`src/rtl/updown_load_counter_if.sv`:
```
// updown_load_counter_if: control/status bundle between a counter client and the counter
interface updown_load_counter_if #(
  parameter int WIDTH     = 8,
  parameter int DIV_WIDTH = 4
);
  logic                 en;
  logic                 load;
  logic [WIDTH-1:0]     load_val;
  logic                 dir;
  logic                 mode;
  logic [WIDTH-1:0]     max_val;
  logic [DIV_WIDTH-1:0] div;
  logic [WIDTH-1:0]     count;
  logic                 tc;
  logic                 at_max;
  logic                 at_zero;
  modport master (
    output en, load, load_val, dir, mode, max_val, div,
    input  count, tc, at_max, at_zero
  );
  modport slave (
    input  en, load, load_val, dir, mode, max_val, div,
    output count, tc, at_max, at_zero
  );
endinterface

```
`src/rtl/updown_load_counter.sv`:
```
// updown_load_counter: prescaled up/down counter with load, terminal value, wrap/saturate and tc pulse
module updown_load_counter #(
  parameter int WIDTH     = 8,
  parameter int DIV_WIDTH = 4
) (
  input logic clk,
  input logic rst,
  updown_load_counter_if.slave bus
);
  logic [WIDTH-1:0]     count;
  logic [DIV_WIDTH-1:0] pre;
  logic                 tc;
  logic                 tick;
  logic                 lim;
  logic [WIDTH-1:0]     dec;
  logic [WIDTH-1:0]     nxt;
  assign tick = bus.en && (pre >= bus.div);
  assign lim  = bus.dir ? (count >= bus.max_val) : (count == '0);
  assign dec  = count - 1'b1;
  // down-steps from an over-range loaded value snap onto max_val
  always_comb begin
    nxt = bus.dir ? (lim ? (bus.mode ? bus.max_val : '0) : count + 1'b1)
                  : (lim ? (bus.mode ? '0 : bus.max_val)
                         : (dec > bus.max_val ? bus.max_val : dec));
  end
  always_ff @(posedge clk) begin
    if (rst) begin
      count <= '0;
      pre   <= '0;
      tc    <= 1'b0;
    end else if (bus.load) begin
      count <= bus.load_val;
      pre   <= '0;
      tc    <= 1'b0;
    end else begin
      tc <= tick && lim;
      if (bus.en) pre <= tick ? '0 : pre + 1'b1;
      if (tick) count <= nxt;
    end
  end
  assign bus.count   = count;
  assign bus.tc      = tc;
  assign bus.at_max  = count >= bus.max_val;
  assign bus.at_zero = count == '0;
endmodule

```
`src/flat_wrapper.sv`:
```
// flat-port wrapper written by rule: the top's interface ports become plain ports
module updown_load_counter_flat 
#(
  parameter int WIDTH     = 8,
  parameter int DIV_WIDTH = 4
)
  (clk, rst, bus_en, bus_load, bus_load_val, bus_dir, bus_mode, bus_max_val, bus_div, bus_count, bus_tc, bus_at_max, bus_at_zero);
  updown_load_counter_if #(.WIDTH(WIDTH), .DIV_WIDTH(DIV_WIDTH)) bus_i ();
  input logic clk;
  input logic rst;
  input wire logic [$bits(bus_i.en)-1:0] bus_en;
  input wire logic [$bits(bus_i.load)-1:0] bus_load;
  input wire logic [$bits(bus_i.load_val)-1:0] bus_load_val;
  input wire logic [$bits(bus_i.dir)-1:0] bus_dir;
  input wire logic [$bits(bus_i.mode)-1:0] bus_mode;
  input wire logic [$bits(bus_i.max_val)-1:0] bus_max_val;
  input wire logic [$bits(bus_i.div)-1:0] bus_div;
  output wire logic [$bits(bus_i.count)-1:0] bus_count;
  output wire logic [$bits(bus_i.tc)-1:0] bus_tc;
  output wire logic [$bits(bus_i.at_max)-1:0] bus_at_max;
  output wire logic [$bits(bus_i.at_zero)-1:0] bus_at_zero;
  assign bus_i.en = bus_en;
  assign bus_i.load = bus_load;
  assign bus_i.load_val = bus_load_val;
  assign bus_i.dir = bus_dir;
  assign bus_i.mode = bus_mode;
  assign bus_i.max_val = bus_max_val;
  assign bus_i.div = bus_div;
  assign bus_count = bus_i.count;
  assign bus_tc = bus_i.tc;
  assign bus_at_max = bus_i.at_max;
  assign bus_at_zero = bus_i.at_zero;
  updown_load_counter #(.WIDTH(WIDTH), .DIV_WIDTH(DIV_WIDTH)) u_core (.clk(clk), .rst(rst), .bus(bus_i));
endmodule
```
`config.mk`:
```
export PLATFORM = sky130hd
export DESIGN_NAME = updown_load_counter_flat
export DESIGN_NICKNAME = d
export VERILOG_FILES = /design/src/rtl/updown_load_counter_if.sv /design/src/rtl/updown_load_counter.sv /design/src/flat_wrapper.sv
export SDC_FILE = /design/constraint.sdc
export NUM_CORES = 1
export LEC_CHECK = 0
export CORE_MARGIN = 2
export CORE_UTILIZATION = 41
export DETAILED_ROUTE_END_ITERATION = 16
export GPL_TIMING_DRIVEN = 1
export PLACE_DENSITY = 0.74
export SYNTH_ARGS = -nofsm -noshare
export SYNTH_HDL_FRONTEND = slang
export SYNTH_SLANG_ARGS = --single-unit
```
`constraint.sdc`:
```
create_clock -name clk -period 8.6 [get_ports clk]
set_clock_uncertainty 0.2 [all_clocks]
set_input_delay 0.86 -clock clk [delete_from_list [all_inputs] [get_ports clk]]
set_output_delay 0.86 -clock clk [all_outputs]
set_load 0.02 [all_outputs]
```
# Word-level counts from Yosys, hierarchy flattened

Index checks and enable logic that the tools add are counted.

Flip-flop bits (word level): 13
Input bits: 26

Mux-type cells: 10
Reduce and logical (&&, ||, !) cells: 5
Magnitude comparators: 3
Add/subtract/negate cells: 3

Operator list:

| cell                | count |
|---|---|
| $mux 8              | 8 |
| $add 8x1->8 const B | 1 |
| $ge 8x8->1          | 1 |
| $gt 8x8->1          | 1 |
| $logic_not 8->1     | 1 |
| $sub 8x1->8 const B | 1 |
| $add 4x1->4 const B | 1 |
| $ge 4x4->1          | 1 |
| $mux 4              | 1 |
| $logic_and 1x1->1   | 2 |
| $reduce_bool 2->1   | 1 |
| $reduce_or 2->1     | 1 |
| $mux 1              | 1 |

# Longest topological paths before layout

Depth after elaboration: 7
Mapped depth: 11
Depth with buffers taken out: 11

# Least setup slack after synthesis

Ideal clock, no wire load.

Path type: input port to output port
Start: input port bus_max_val[0]
End: output port bus_at_max
Stages: 5
Buffers on the path: 0
Setup slack: 5,519 ps
Arrival time: 2,021 ps
Required time: 7,540 ps
Cell sequence: ha_1 > nand2b_4 > a2111oi_4 > o211a_1 > inv_2

Longest elaborated chain between the ends: 1

RTL lines:

| element            | RTL line                  | source |
|---|---|---|
| start: declaration | flat_wrapper.sv:16        | `input wire logic [$bits(bus_i.max_val)-1:0] bus_max_val;` |
| $ge 8x8->1         | updown_load_counter.sv:43 | `assign bus.at_max = count >= bus.max_val;` |
| end: declaration   | flat_wrapper.sv:20        | `output wire logic [$bits(bus_i.at_max)-1:0] bus_at_max;` |

No other way between the ends.

# Worst setup path after layout

Same ends and word-level chain as after synthesis.

==> results.md <==
- The run finished with clean final reports.
- In the synthesized netlist, the cells that appear most often are 24 x ha_1, 21 x inv_1, 17 x nor2_1, 16 x nand2_1, 13 x dfxtp_1.
- The height of the die is 70.8 um.
- The path type of the worst min-delay path is reg2reg.
- Before CTS, the worst setup slack after placement is 4.38 ns.
- The final max-slew violation count is 0.
- The floorplan has 24 rows.
- Counting flops and latches in the post-synthesis netlist gives 13.
- The number of nets in the layout is 311.
- In this run the worst path has a maximum fanout of 9.
- In the post-synthesis netlist, the biggest area contributors are ha_1 16%, dfxtp_1 14%, inv_1 4.3%, xor2_1 3.8%, nor2_1 3.5%.
- Clock latency on the worst-skew pair, taken at its later pin, is 0.25 ns.
- The detailed-router iteration count before antenna repair is 4.
- The share of total power dissipated in combinational logic is 59.9%.
- The number of port buffers is 36.
- The post-route worst setup slack is 4.37 ns.
- Cell internal power was estimated by the tool at 186 uW.
- The core box area is 0.00432 mm^2.
- In the final routed layout, each cell accounts on average for 15.0 um.
- Entering global routing, the biggest net connects 25 pins.
- For this run the aggregate overflow at the end of global routing stands at 0.
- The netlist area before placement is 0.00183 mm^2.
- The via count is 1810.
- The final antenna-violating net count is 0.
- The part of the power in the clock network is 16.5%.
- The layout overhead on the synthesized area is 22.8%.
- The critical path in this run is classified as in2out.
- Across the VDD grid, the largest voltage drop is 0.0000753 V.
- The flip-flop and latch area is 260 um^2.
- Adding up every negative setup slack in the final design gives 0 ns.
- In this run the most critical hold path is launched from u_core.pre[3]$_SDFFE_PP0P_.
- In this run the critical register-to-register path is launched from u_core.bus.count[0]$_SDFFE_PP0P_.
- Of the post-synthesis cell area, the dominant cell type holds 16.4%.
- The first routing iteration left 137 violations.
- The fraction of layout cells with a size suffix above 1 is 7.31%.
- The post-DP HPWL is 3.86 mm.
- The number of setup buffers added after CTS is 0.
- Summing internal, switching and leakage power gives 334 uW.
- The final layout contains routed wiring with a total length of 4.69 mm.
- The count of cell types in the netlist is 55.
- After detailed placement, the design holds a cell count of 308.
- Counting the fill cells in the layout gives 437.
- Counting the buffers created by CTS gives 3.
- The number of standard cells in the final layout excluding fillers is 312.
- The total of cells resized after clock tree synthesis is 0.
- The total nets after synthesis is 278.
- STA puts the critical path data required time at 7.54 ns.
- The congestion estimate from routability-driven global placement came to 0.940.
- For this configuration, the core starts out at a cell density of 42.2%.
- The most critical setup path has its startpoint at bus_max_val[0].
- The number of setup violations in the final report is 0.
- Setup repair after global routing left no endpoint under its margin.
- TritonCTS built the clock tree.
- The clock period minus final worst setup slack is 4.23 ns.
- The die area is 0.00501 mm^2.
- The endpoint kind of the worst setup timing path is a primary output.
- For this design the static power due to leakage is 0.000968 uW.
- The number of synthesis warnings is 0.
- The post-synthesis async set-or-reset flop share is 0%.
- The first global-routing pass estimated 8.02 mm of wire.
- During I/O placement, the number of pins put on the boundary was 37.
- The hold violation count in the final report is 0.
- 0 antenna diodes ended up in the layout.
- In this run the number of H-tree levels came out at 1.
- The clock-pin transition on the worst setup and hold timing paths is 0.06 ns.
- The synthesized design spends more area on one cell type than any other, namely ha_1.
- The average vias per placed instance is 5.80.
- The number of buffers added to fix hold violations after cts is 0.
- The longest clock path from root to sink contains 2 buffers.
- The net switching share of the total power is 44.2%.
- The horizontal die dimension is 70.8 um.
- The sequential share of power is 23.6%.
- The maximum clock frequency is 236 MHz.
- The post-synthesis sequential area ratio is 14.2%.
- Counting cells, the worst reg-to-reg path comes to 11.
- The portion of the clock cycle consumed by the worst path in the final layout is 49.2%.
- The post-synthesis average cell area is 8.01 um^2.
- For the pin with the worst max-slew slack, the measured transition is 0.755 ns.
- In the synthesized netlist the dominant register cell turns out to be dfxtp_1.
- By instance count, the leading cell after synthesis is ha_1.
- Dividing total power by cell area gives a power density of 149 mW/mm^2.
- In the synthesized netlist, the number of instances is 228.
- The analysis attributes to net switching a power of 148 uW.
- Measured against its own limit, the worst slew margin works out to 49.5%.
- The arrival time reported for the critical path endpoint is 3.17 ns.
- The root buffer cell is clkbuf_8.
- The number of global-route vias before repair is 1741.
- The clock sink total is 13.
- The tool flagged a number of max-cap violations equal to 0.
- The initial antenna violation count was 0.
- Across every metal layer, demand over resource in global routing totals 19.4%.
- Summing all multi-input logic gate instances after layout gives 0.00143 mm^2.
- The worst hold path was traced through 2 stages.
- In the routed design, unresolved DRC markers number 0.
- Counting flops with a built-in enable in the synthesized netlist gives 0.
- STA classifies the critical path startpoint as an input pin.
power groups by stage:
stage / Combinational (uW) / Sequential (uW) / Clock [uW]
after floorplan: 143 / 77.2 / 0
after global placement: 196 / 79.5 / 0
after detailed placement: 197 / 79.8 / 0
after CTS: 198 / 78.4 / 56.0
after global routing: 221 / 79.7 / 58.9
final: 200 / 78.7 / 55.1
final timing paths:
kind / end / slack (ns)
worst max-delay path: bus_at_max / 4.37
worst min-delay path: u_core.pre[3]$_SDFFE_PP0P_ / 0.33
worst max register to register: u_core.bus.count[6]$_SDFFE_PP0P_ / 5.01
worst min register to register: u_core.pre[3]$_SDFFE_PP0P_ / 0.33
per-layer routing:
| metal | vias to the layer above | global-route usage (%) | share of wire [%] |
|---|---|---|---|
| li1 | 907 | - | - |
| met4 | 0 | 7.13 | 1.8 |
| met1 | 838 | 25.9 | 47 |
| met2 | 56 | 32.5 | 47 |
| met5 | - | 0 | 0 |
| met3 | 9 | 1.57 | 4.9 |
flip-flops by register name, indices dropped and copies added, names as in the netlist:
signal,flops
u_core.pre,4
u_core.bus.tc,1
u_core.bus.count,8
cells by family (layout without fill, tap and decap cells):
group                      Yosys count  after routing  share of synthesized area [%]
DFF                                 13             13                           14.2
and+or+nand+nor                     78             78                           24.3
buffers and inverters               30             62                           7.53
adders and majority gates           24             24                           16.4
AOI/OAI and AO/OA                   64             64                           28.1
muxes                                4              4                           2.19
xor gates and xnor gates            15             15                           7.19
through the flow:
stage | hold WS (ns) | util, % | cell area, um^2
global placement | 0.302 | 50.8 | 2200
detailed placement | 0.322 | 50.8 | 2200
CTS | 0.334 | 51.9 | 2240
finish | 0.334 | 51.9 | 2240
floorplan | 0.283 | - | 1830
global route | 0.351 | 51.9 | 2240
critical path, cell delays in order:
cell	delay [ns]
clkdlybuf4s50_1	0.55
ha_1	0.27
nand2b_4	0.15
a2111oi_4	0.35
o211a_1	0.31
inv_2	0.12
clkdlybuf4s50_1	0.56
area by class of cell:
type	instances	share of cell area, %
clock buffers	3	1.84
repair buffers	36	16.1
clock inverters	1	0.223
flip-flops and latches	13	11.6
multi-input cells	185	63.7
well taps	52	2.90
inverters	22	3.68
layout by cell type, fill, tap and decap left out, types with 2 or more instances in the layout:
| master | n |
|---|---|
| a2111oi_0 | 2 |
| a21o_1 | 3 |
| a21oi_1 | 9 |
| a221oi_1 | 4 |
| a22oi_1 | 4 |
| a31oi_1 | 2 |
| and3_1 | 3 |
| and3_2 | 2 |
| and4_1 | 2 |
| clkbuf_8 | 3 |
| clkdlybuf4s50_1 | 36 |
| dfxtp_1 | 13 |
| ha_1 | 24 |
| inv_1 | 21 |
| mux2i_1 | 4 |
| nand2_1 | 16 |
| nand2b_1 | 3 |
| nand3_1 | 12 |
| nand3b_1 | 2 |
| nand4_1 | 2 |
| nor2_1 | 17 |
| nor2b_1 | 2 |
| nor3_1 | 6 |
| o211a_1 | 5 |
| o211ai_1 | 5 |
| o21a_1 | 2 |
| o21ai_0 | 11 |
| o31ai_1 | 5 |
| xnor2_1 | 7 |
| xor2_1 | 8 |
Power figures use the tool's default switching activity.
